===== config.mk =====
export PLATFORM = sky130hd
export DESIGN_NAME = single_midi_rx
export DESIGN_NICKNAME = d
export VERILOG_FILES = /design/src/rtl/midi_pkg.sv /design/src/rtl/midi_rx_sync.sv /design/src/rtl/single_midi_rx.sv
export SDC_FILE = /design/constraint.sdc
export NUM_CORES = 1
export LEC_CHECK = 0
export ABC_CLOCK_PERIOD_IN_PS = 4050
export CELL_PAD_IN_SITES_DETAIL_PLACEMENT = 1
export CELL_PAD_IN_SITES_GLOBAL_PLACEMENT = 2
export CORE_MARGIN = 1.5
export CORE_UTILIZATION = 41
export DETAILED_ROUTE_END_ITERATION = 16
export PLACE_DENSITY = 0.93
export SLEW_MARGIN = 20
export SYNTH_ARGS = -nofsm -noshare
export SYNTH_HDL_FRONTEND = slang
export SYNTH_HIERARCHICAL = 1
export SYNTH_SLANG_ARGS = --single-unit

===== constraint.sdc =====
create_clock -name sys_clk -period 4.05 [get_ports sys_clk]
set_input_delay 0.405 -clock sys_clk [delete_from_list [all_inputs] [get_ports sys_clk]]
set_output_delay 0.405 -clock sys_clk [all_outputs]
set_load 0.02 [all_outputs]

===== src/rtl/midi_pkg.sv =====
// Shared MIDI definitions: line defaults, receiver state encoding and
// status-byte constants reused by the downstream byte-assembly adapter.
package midi_pkg;

    localparam int MIDI_BAUD_DEFAULT = 31250;
    localparam int MIDI_STATUS_BIT   = 7;

    localparam logic [7:0] MIDI_NOTE_OFF = 8'h80;
    localparam logic [7:0] MIDI_NOTE_ON  = 8'h90;

    typedef enum logic [2:0] {
        IDLE,
        START,
        DATA,
        STOP,
        WAIT_IDLE
    } rx_state_e;

endpackage : midi_pkg


===== src/rtl/midi_rx_sync.sv =====
// Two-flop synchronizer for the asynchronous MIDI line; resets to the
// idle-high level so a reset never looks like a start bit.
module midi_rx_sync
    import midi_pkg::*;
(
    input  logic sys_clk,
    input  logic sys_rst,
    input  logic d_i,
    output logic q_o
);

    logic meta_q;
    logic sync_q;

    always_ff @(posedge sys_clk or posedge sys_rst) begin
        if (sys_rst) begin
            meta_q <= 1'b1;
            sync_q <= 1'b1;
        end else begin
            meta_q <= d_i;
            sync_q <= meta_q;
        end
    end

    assign q_o = sync_q;

endmodule : midi_rx_sync


===== src/rtl/single_midi_rx.sv =====
// Single-channel 8N1 MIDI receiver with mid-bit sampling and status-byte flag.
// Define MIDI_RX_FRAMING_ERR_EN to add the frame_err pulse output.
module single_midi_rx
    import midi_pkg::*;
#(
    parameter int BYTE_W          = 8,
    parameter int MIDI_BAUD       = MIDI_BAUD_DEFAULT,
    parameter int MIDI_FRAME_SIZE = 10,
    parameter int SYSCLK_F        = 48000000
) (
    input  logic              sys_clk,
    input  logic              sys_rst,
    input  logic              MIDI_IN,
    output logic [BYTE_W-1:0] data_rx,
    output logic              is_command,
    output logic              new_byte_strobe
`ifdef MIDI_RX_FRAMING_ERR_EN
    ,
    output logic              frame_err
`endif
);

    localparam int BIT_TICKS  = SYSCLK_F / MIDI_BAUD;
    localparam int HALF_TICKS = BIT_TICKS / 2;
    localparam int CNT_W      = $clog2(BIT_TICKS);
    localparam int IDX_W      = $clog2(BYTE_W);

    localparam logic [CNT_W-1:0] BIT_LAST  = CNT_W'(BIT_TICKS - 1);
    localparam logic [CNT_W-1:0] HALF_LAST = CNT_W'(HALF_TICKS - 1);
    localparam logic [IDX_W-1:0] IDX_LAST  = IDX_W'(BYTE_W - 1);

    if (MIDI_FRAME_SIZE != BYTE_W + 2) begin : g_frame_size_check
        $error("single_midi_rx: MIDI_FRAME_SIZE must equal BYTE_W + 2 (8N1 framing)");
    end
    if (SYSCLK_F < 16 * MIDI_BAUD) begin : g_clock_check
        $error("single_midi_rx: SYSCLK_F must be at least 16 * MIDI_BAUD");
    end

    logic              rx_s;
    rx_state_e         state_q;
    logic [CNT_W-1:0]  tick_q;
    logic [IDX_W-1:0]  idx_q;
    logic [BYTE_W-1:0] shift_q;
    logic [BYTE_W-1:0] data_q;
    logic              cmd_q;
    logic              strobe_q;
    logic              ferr_q;

    midi_rx_sync u_sync (
        .sys_clk (sys_clk),
        .sys_rst (sys_rst),
        .d_i     (MIDI_IN),
        .q_o     (rx_s)
    );

    // Returning to IDLE at mid-stop leaves half a bit of margin to catch
    // a back-to-back start edge at the nominal frame boundary.
    always_ff @(posedge sys_clk or posedge sys_rst) begin
        if (sys_rst) begin
            state_q  <= IDLE;
            tick_q   <= '0;
            idx_q    <= '0;
            shift_q  <= '0;
            data_q   <= '0;
            cmd_q    <= 1'b0;
            strobe_q <= 1'b0;
            ferr_q   <= 1'b0;
        end else begin
            strobe_q <= 1'b0;
            ferr_q   <= 1'b0;
            case (state_q)
                IDLE: begin
                    if (!rx_s) begin
                        state_q <= START;
                        tick_q  <= '0;
                    end
                end
                START: begin
                    if (tick_q == HALF_LAST) begin
                        tick_q  <= '0;
                        idx_q   <= '0;
                        state_q <= rx_s ? IDLE : DATA;
                    end else begin
                        tick_q <= tick_q + CNT_W'(1);
                    end
                end
                DATA: begin
                    if (tick_q == BIT_LAST) begin
                        tick_q         <= '0;
                        shift_q[idx_q] <= rx_s;
                        if (idx_q == IDX_LAST) begin
                            state_q <= STOP;
                        end else begin
                            idx_q <= idx_q + IDX_W'(1);
                        end
                    end else begin
                        tick_q <= tick_q + CNT_W'(1);
                    end
                end
                STOP: begin
                    if (tick_q == BIT_LAST) begin
                        tick_q <= '0;
                        if (rx_s) begin
                            data_q   <= shift_q;
                            cmd_q    <= shift_q[BYTE_W-1];
                            strobe_q <= 1'b1;
                            state_q  <= IDLE;
                        end else begin
                            ferr_q  <= 1'b1;
                            state_q <= WAIT_IDLE;
                        end
                    end else begin
                        tick_q <= tick_q + CNT_W'(1);
                    end
                end
                WAIT_IDLE: begin
                    if (rx_s) begin
                        state_q <= IDLE;
                    end
                end
                default: begin
                    state_q <= IDLE;
                end
            endcase
        end
    end

    assign data_rx         = data_q;
    assign is_command      = cmd_q;
    assign new_byte_strobe = strobe_q;

`ifdef MIDI_RX_FRAMING_ERR_EN
    assign frame_err = ferr_q;
`else
    logic unused_ferr;
    assign unused_ferr = ferr_q;
`endif

endmodule : single_midi_rx


==> reports/results.tsv, run 1 <==
stage	metric	value	unit
run_status	status	complete, no violations	
power_and_ir_drop	powerDensity	329.0	nW/µm²
critical_path	cp_top_family	compound AO/OA/AOI/OAI gates	
drt	first_pass_iters	4	
synth	synthSimpleGateAreaFrac	0.2161	
cts	cts_max_level	2	
cts	cts_hold_buf	0	
min_path	hold_path_depth	0	
drt	first_iter_violations	54	
critical_path	path_buf_inv	0	
synth	synthAdderAreaFrac	0.02033	
synth	syn_inst	179	
synth	yosysSeqAreaShare	0.4892	
global_route	track_usage	0.1872	
cts	cts_buffer_depth	2	
final_layout	final_cells	242	
synth	synth-compound-area-share	0.1308	
min_path	hold_path_end	u_sync/q_o	
cts	clockRootBuffer	clkbuf_8	
critical_path	reg2reg_depth	4	
die	row_count	24	
die	dieArea	4916	µm²
timing	max_slew_margin	0.3193	
critical_path	crit_chain	or3b_2, a31oi_1, nor2_1, o211ai_1	
cts	ctsResizeCount	0	
synth	synth-xor-area-share	0	
synth	syn_nets	185	
global_route	antenna_found_initial	0	
global_route	grt_overflow	0	
power_and_ir_drop	max-vdd-ir-drop	0.0002506	V
timing	setup_violations	0	
synth	synth-main-ff-cell	dfrtp_1	
timing	hold_viol	0	
timing	period_share	0.6093	
timing	worstMarginPinSlew	1.016	ns
final_layout	final_common_cell	dfrtp_1	
final_layout	n_antenna_cell	0	
timing	max_freq	405.2	MHz
die	die_w	70.12	µm
die	ioPinCount	13	
critical_path	cp-start-kind	register	
placed_design	gp_congestion	0.8450	
synth	syn_avg_cell_area	10.32	µm²
min_path	min_from	u_sync/meta_q	
critical_path	regToRegSetupSlack	1.58	ns
cts	cts_setup_buffers	0	
synth	yosysUniqueCellTypes	48	
timing	rsz0062_at_grt	no	
die	initial_core_util	0.4241	
placed_design	dpl.cell_count	234	
synth	synth_top_family_by_area	simple AND/OR/NAND/NOR gates	
cts	tritoncts	built	
final_layout	drive_gt1_frac	0.1526	
synth	synth-seq-cells	36	
final_layout	fillCellCount	493	
critical_path	worst_ep_arrival_time	2.67	ns
global_route	grt_pass1_vias	1473	
power_and_ir_drop	total_leakage_power	0.9027	nW
critical_path	worstSetupPathType	reg -> reg	
placed_design	port_buffers	12	
drt	vias	1406	
drt	via_per_inst	5.810	
drt	avgRoutedWirePerCell	17.25	µm
critical_path	required	4.25	ns
cts	clock_latency	0.29	ns
global_route	grt_pass1_wl	7.169	mm
placed_design	dp_hpwl	2.943	mm
synth	synth_async_sr_flop_share	1.000	
synth	synth_edf_count	0	
drt	detail-route-antenna-nets	0	
min_path	hold_class	reg -> reg	
die	die_h	70.12	µm
timing	tns	0	ns
final_layout	final_cell_mix	34 x dfrtp_1, 15 x nand2_1, 12 x clkdlybuf4s50_1, 11 x nor2_1, 11 x mux2_2	
job	maxCapViolations	0	
global_route	grt_max_degree	35	
drt	drc	0	
synth	ys.warnings.count	6	
cts	clk_pin_slew	0.08	ns
critical_path	critPathCaptureType	register	
cts	numCtsBuffers	5	
timing	fin_worst_skew	0.006851	ns
timing	final_max_slew_viol_count	0	
critical_path	cp_max_fo	12	
final_layout	layout.nets	195	
synth	syn_area	1847	µm²
synth	synthMuxAreaShare	0.1037	
die	coreArea	4354	µm²
critical_path	r2r-start	state_q[0]	
timing	fin_crit	2.468	ns
drt	wirelength	4.174	mm
critical_path	reg2reg_to	tick_q[2]	
critical_path	cp_slowest_stage_delay	0.76	ns
critical_path	crit_slowest_cell	a31oi_1	
final_layout	area_delta_synth_final	14.09	%
cts	cts.sinks	36	
## stage by stage
stage | util | hold slack (ns) | instance area (µm²) | setup slack, ns | power, mW
6_report | 0.4839 | 0.3605 | 2107 | 1.582 | 0.6933
5_1_grt | 0.4839 | 0.3650 | 2107 | 1.451 | 0.7153
4_1_cts | 0.4839 | 0.3620 | 2107 | 1.618 | 0.7024
3_5_place_dp | 0.4583 | 0.3514 | 1996 | 1.626 | 0.3815
3_3_place_gp | 0.4583 | 0.3496 | 1996 | 1.681 | 0.3809
2_1_floorplan | - | 0.3165 | 1847 | 1.975 | 0.3755
## layer usage
metal / wire length [µm] / global-route usage / vias up / part of all wire
li1: - / - / 677 / -
met2: 2051 / 0.3101 / 26 / 0.49
met4: 72 / 0.06197 / 0 / 0.017
met5: 0 / 0 / - / 0
met3: 139 / 0.05051 / 9 / 0.033
met1: 1911 / 0.2377 / 694 / 0.46
## how the worst max path moves through the flow
stage	from	endpoint	slack [ns]	cells past startpoint
after floorplan	tick_q[0]	shift_q[0]	1.98	6
after global placement	tick_q[1]	shift_q[1]	1.68	5
after detailed placement	tick_q[1]	shift_q[1]	1.63	5
after CTS	tick_q[1]	shift_q[1]	1.62	5
after global routing	state_q[0]	tick_q[4]	1.45	4
final	state_q[0]	tick_q[2]	1.58	4
## registers in the layout, indices dropped and copies added, names as in the netlist
name,count
tick_q,11
data_rx,8
shift_q,8
idx_q,3
state_q,3
new_byte_strobe,1
u_sync/meta_q,1
u_sync/q_o,1
## synthesized netlist by cell type (2+ instances only)
cell,count,area [µm²]
nor4_1,10,62.56
nor2_1,11,41.29
and3_1,2,12.51
ha_1,3,37.54
o21ai_0,7,35.03
inv_1,6,22.52
o22ai_1,2,12.51
clkbuf_1,7,26.28
dfstp_2,2,52.55
nor3_1,2,10.01
mux2_1,6,67.56
a22o_1,2,17.52
nand4_1,2,12.51
or3b_2,2,17.52
buf_4,2,15.01
buf_2,2,10.01
a21oi_1,4,20.02
o211ai_1,8,60.06
a31oi_1,2,12.51
or3_1,3,18.77
nand2_1,15,56.30
dfrtp_1,34,850.8
mux2_2,11,123.9
nand2b_1,4,25.02
nand3_1,7,35.03
## power by group
group / leakage [nW] / total, mW / internal [mW] / switching [mW]
Clock: 0.0541 / 0.320 / 0.182 / 0.138
Sequential: 0.481 / 0.363 / 0.361 / 0.00223
Combinational: 0.367 / 0.0102 / 0.00275 / 0.00747
## cell families after synthesis
kind of cell | count (synthesis)
multiplexers | 17
AO/OA/AOI/OAI | 35
AND/OR/NAND/NOR | 71
flip-flops | 36
buffers and inverters | 17
adder cells (fa/ha/maj) | 3
## layout make-up
| class | count | area (µm²) | area share |
|---|---|---|---|
| Tap cell | 52 | 65.06 | 0.03088 |
| Inverter | 6 | 22.52 | 0.01069 |
| Clock inverter | 3 | 42.54 | 0.02019 |
| Timing Repair Buffer | 14 | 135.1 | 0.06413 |
| Multi-Input combinational cell | 126 | 869.6 | 0.4127 |
| Clock buffer | 5 | 68.82 | 0.03266 |
| Sequential cell | 36 | 903.4 | 0.4287 |
## worst register-to-register path, delay by kind of cell, from the launching register on
| family | cells | cell delay (ns) |
|---|---|---|
| flip-flops | 1 | 0.52 |
| AND/OR/NAND/NOR | 2 | 0.83 |
| AO/OA/AOI/OAI | 2 | 1.03 |
Power figures use the tool's default switching activity.
==> run 2: changes to the inputs <==
--- a/config.mk
+++ b/config.mk
@@ -5,13 +5,13 @@
 export SDC_FILE = /design/constraint.sdc
 export NUM_CORES = 1
 export LEC_CHECK = 0
-export ABC_CLOCK_PERIOD_IN_PS = 4050
+export ABC_CLOCK_PERIOD_IN_PS = 2200
 export CELL_PAD_IN_SITES_DETAIL_PLACEMENT = 1
 export CELL_PAD_IN_SITES_GLOBAL_PLACEMENT = 2
 export CORE_MARGIN = 1.5
-export CORE_UTILIZATION = 41
+export CORE_UTILIZATION = 34
 export DETAILED_ROUTE_END_ITERATION = 16
-export PLACE_DENSITY = 0.93
+export PLACE_DENSITY = 0.83
 export SLEW_MARGIN = 20
 export SYNTH_ARGS = -nofsm -noshare
 export SYNTH_HDL_FRONTEND = slang
==> constraint.sdc (replaced) <==
create_clock -name sys_clk -period 2.2 [get_ports sys_clk]
set_input_delay 0.22 -clock sys_clk [delete_from_list [all_inputs] [get_ports sys_clk]]
set_output_delay 0.22 -clock sys_clk [all_outputs]
set_load 0.02 [all_outputs]
==> reports/results.tsv, run 2 (synthesis results as in run 1) <==
stage	metric	value	unit
final_layout	top_register	tick_q	
placed_design	dpl.cell_count	268	
timing	setup_violations	0	
die	die_h	76.70	µm
placed_design	gp_congestion	0.7982	
global_route	grt_pass1_vias	1665	
cts	clockRootBuffer	clkbuf_8	
timing	final_max_slew_viol_count	0	
timing	period_share	0.9426	
run_status	status	complete, no violations	
cts	numCtsBuffers	5	
global_route	grt_max_degree	35	
critical_path	required	2.37	ns
die	initial_core_util	0.3570	
cts	cts_max_level	2	
placed_design	port_buffers	12	
critical_path	r2r-start	tick_q[9]	
timing	worstMarginPinSlew	0.5559	ns
final_layout	n_antenna_cell	0	
timing	tns	0	ns
placed_design	dp_hpwl	3.494	mm
critical_path	cp_slowest_stage_delay	0.60	ns
critical_path	cp_top_family	simple AND/OR/NAND/NOR gates	
timing	rsz0062_at_grt	no	
final_layout	final_cells	276	
final_layout	drive_gt1_frac	0.2379	
final_layout	register_area	903.4	µm²
critical_path	crit_start	tick_q[9]	
cts	clk_pin_slew	0.07	ns
cts	clock_latency	0.29	ns
critical_path	crit_slowest_cell	or4_4	
final_layout	layout.nets	211	
placed_design	dpl_cell_area	2138	µm²
power_and_ir_drop	total_power	1.255	mW
critical_path	worst_ep_arrival_time	2.24	ns
drt	drc	0	
job	maxCapViolations	0	
drt	vias	1528	
global_route	track_usage	0.1706	
placed_design	dp_slack	-0.09428	ns
timing	fin_worst_skew	0.006309	ns
global_route	grt_overflow	0	
die	ioPinCount	13	
die	coreArea	5172	µm²
die	dieArea	5883	µm²
final_layout	area_delta_synth_final	23.64	%
final_layout	final_util	0.4415	
timing	hold_viol	0	
cts	cts.sinks	36	
timing	fin_crit	2.074	ns
final_layout	final_cell_mix	34 x dfrtp_1, 18 x buf_4, 15 x nand2_1, 12 x clkdlybuf4s50_1	
critical_path	cp_max_fo	8	
drt	first_pass_iters	4	
final_layout	largest_reg_flops	11	
die	die_w	76.70	µm
die	row_count	26	
power_and_ir_drop	max-vdd-ir-drop	0.0002728	V
min_path	hold_class	in -> async	
final_layout	fillCellCount	566	
drt	avgRoutedWirePerCell	16.96	µm
final_layout	final_area	2283	µm²
critical_path	worstSetupPathType	reg -> reg	
cts	cts_setup_buffers	0	
timing	whs	0.2785	ns
cts	cts_buffer_depth	2	
global_route	antenna_found_initial	0	
final_layout	final_common_cell	dfrtp_1	
final_layout	multi_input_area	907.1	µm²
critical_path	path_buf_inv	0	
drt	first_iter_violations	26	
drt	via_per_inst	5.536	
critical_path	crit_chain	nand2b_1, or4_4, nor4_2, mux2_1	
drt	detail-route-antenna-nets	0	
power_and_ir_drop	total_leakage_power	0.9852	nW
timing	max_slew_margin	0.6280	
power_and_ir_drop	powerDensity	549.7	nW/µm²
critical_path	cp-start-kind	register	
critical_path	critPathCaptureType	register	
timing	setup_ws	0.1263	ns
cts	tritoncts	built	
timing	max_freq	482.2	MHz
global_route	grt_pass1_wl	7.776	mm
drt	wirelength	4.682	mm
-- run 2: path summary, 6_finish.rpt --
path                            endpoint  slack, ns  cells past startpoint
setup / recovery              shift_q[5]       0.13                      4
hold / removal                u_sync/q_o       0.28                      2
setup reg to reg              shift_q[5]       0.13                      4
hold reg to reg               u_sync/q_o       0.35                      0
max in group asynchronous     shift_q[5]       1.51                      3
min in group sys_clk       u_sync/meta_q       0.34                      1
-- run 2: cell type report --
cell class,instances,share of cell area
Clock inverter,2,0.01534
Tap cell,70,0.03836
Multi-Input combinational cell,126,0.3973
Sequential cell,36,0.3956
Clock buffer,6,0.03178
Timing Repair Buffer,30,0.1118
Inverter,6,0.009863
-- run 2: metal layers --
layer  global-route usage  part of all wire
met4              0.09074             0.034
met5                    0                 0
met1               0.1660              0.37
met3              0.03810             0.025
met2               0.3292              0.57
-- run 2: timing repair --
action	4_1_cts	5_1_grt
hold buffers	0	0
gates resized for setup	3	3
pin swaps	0	1
hold endpoints to repair	0	0
setup endpoints to repair	4	3
-- run 2: power breakdown --
| part | internal, mW | switching, mW | leakage (nW) |
|---|---|---|---|
| clock network | 0.336 | 0.231 | 0.0552 |
| registers | 0.665 | 0.00409 | 0.481 |
| logic | 0.00507 | 0.0142 | 0.449 |
| total | 1.01 | 0.249 | 0.985 |
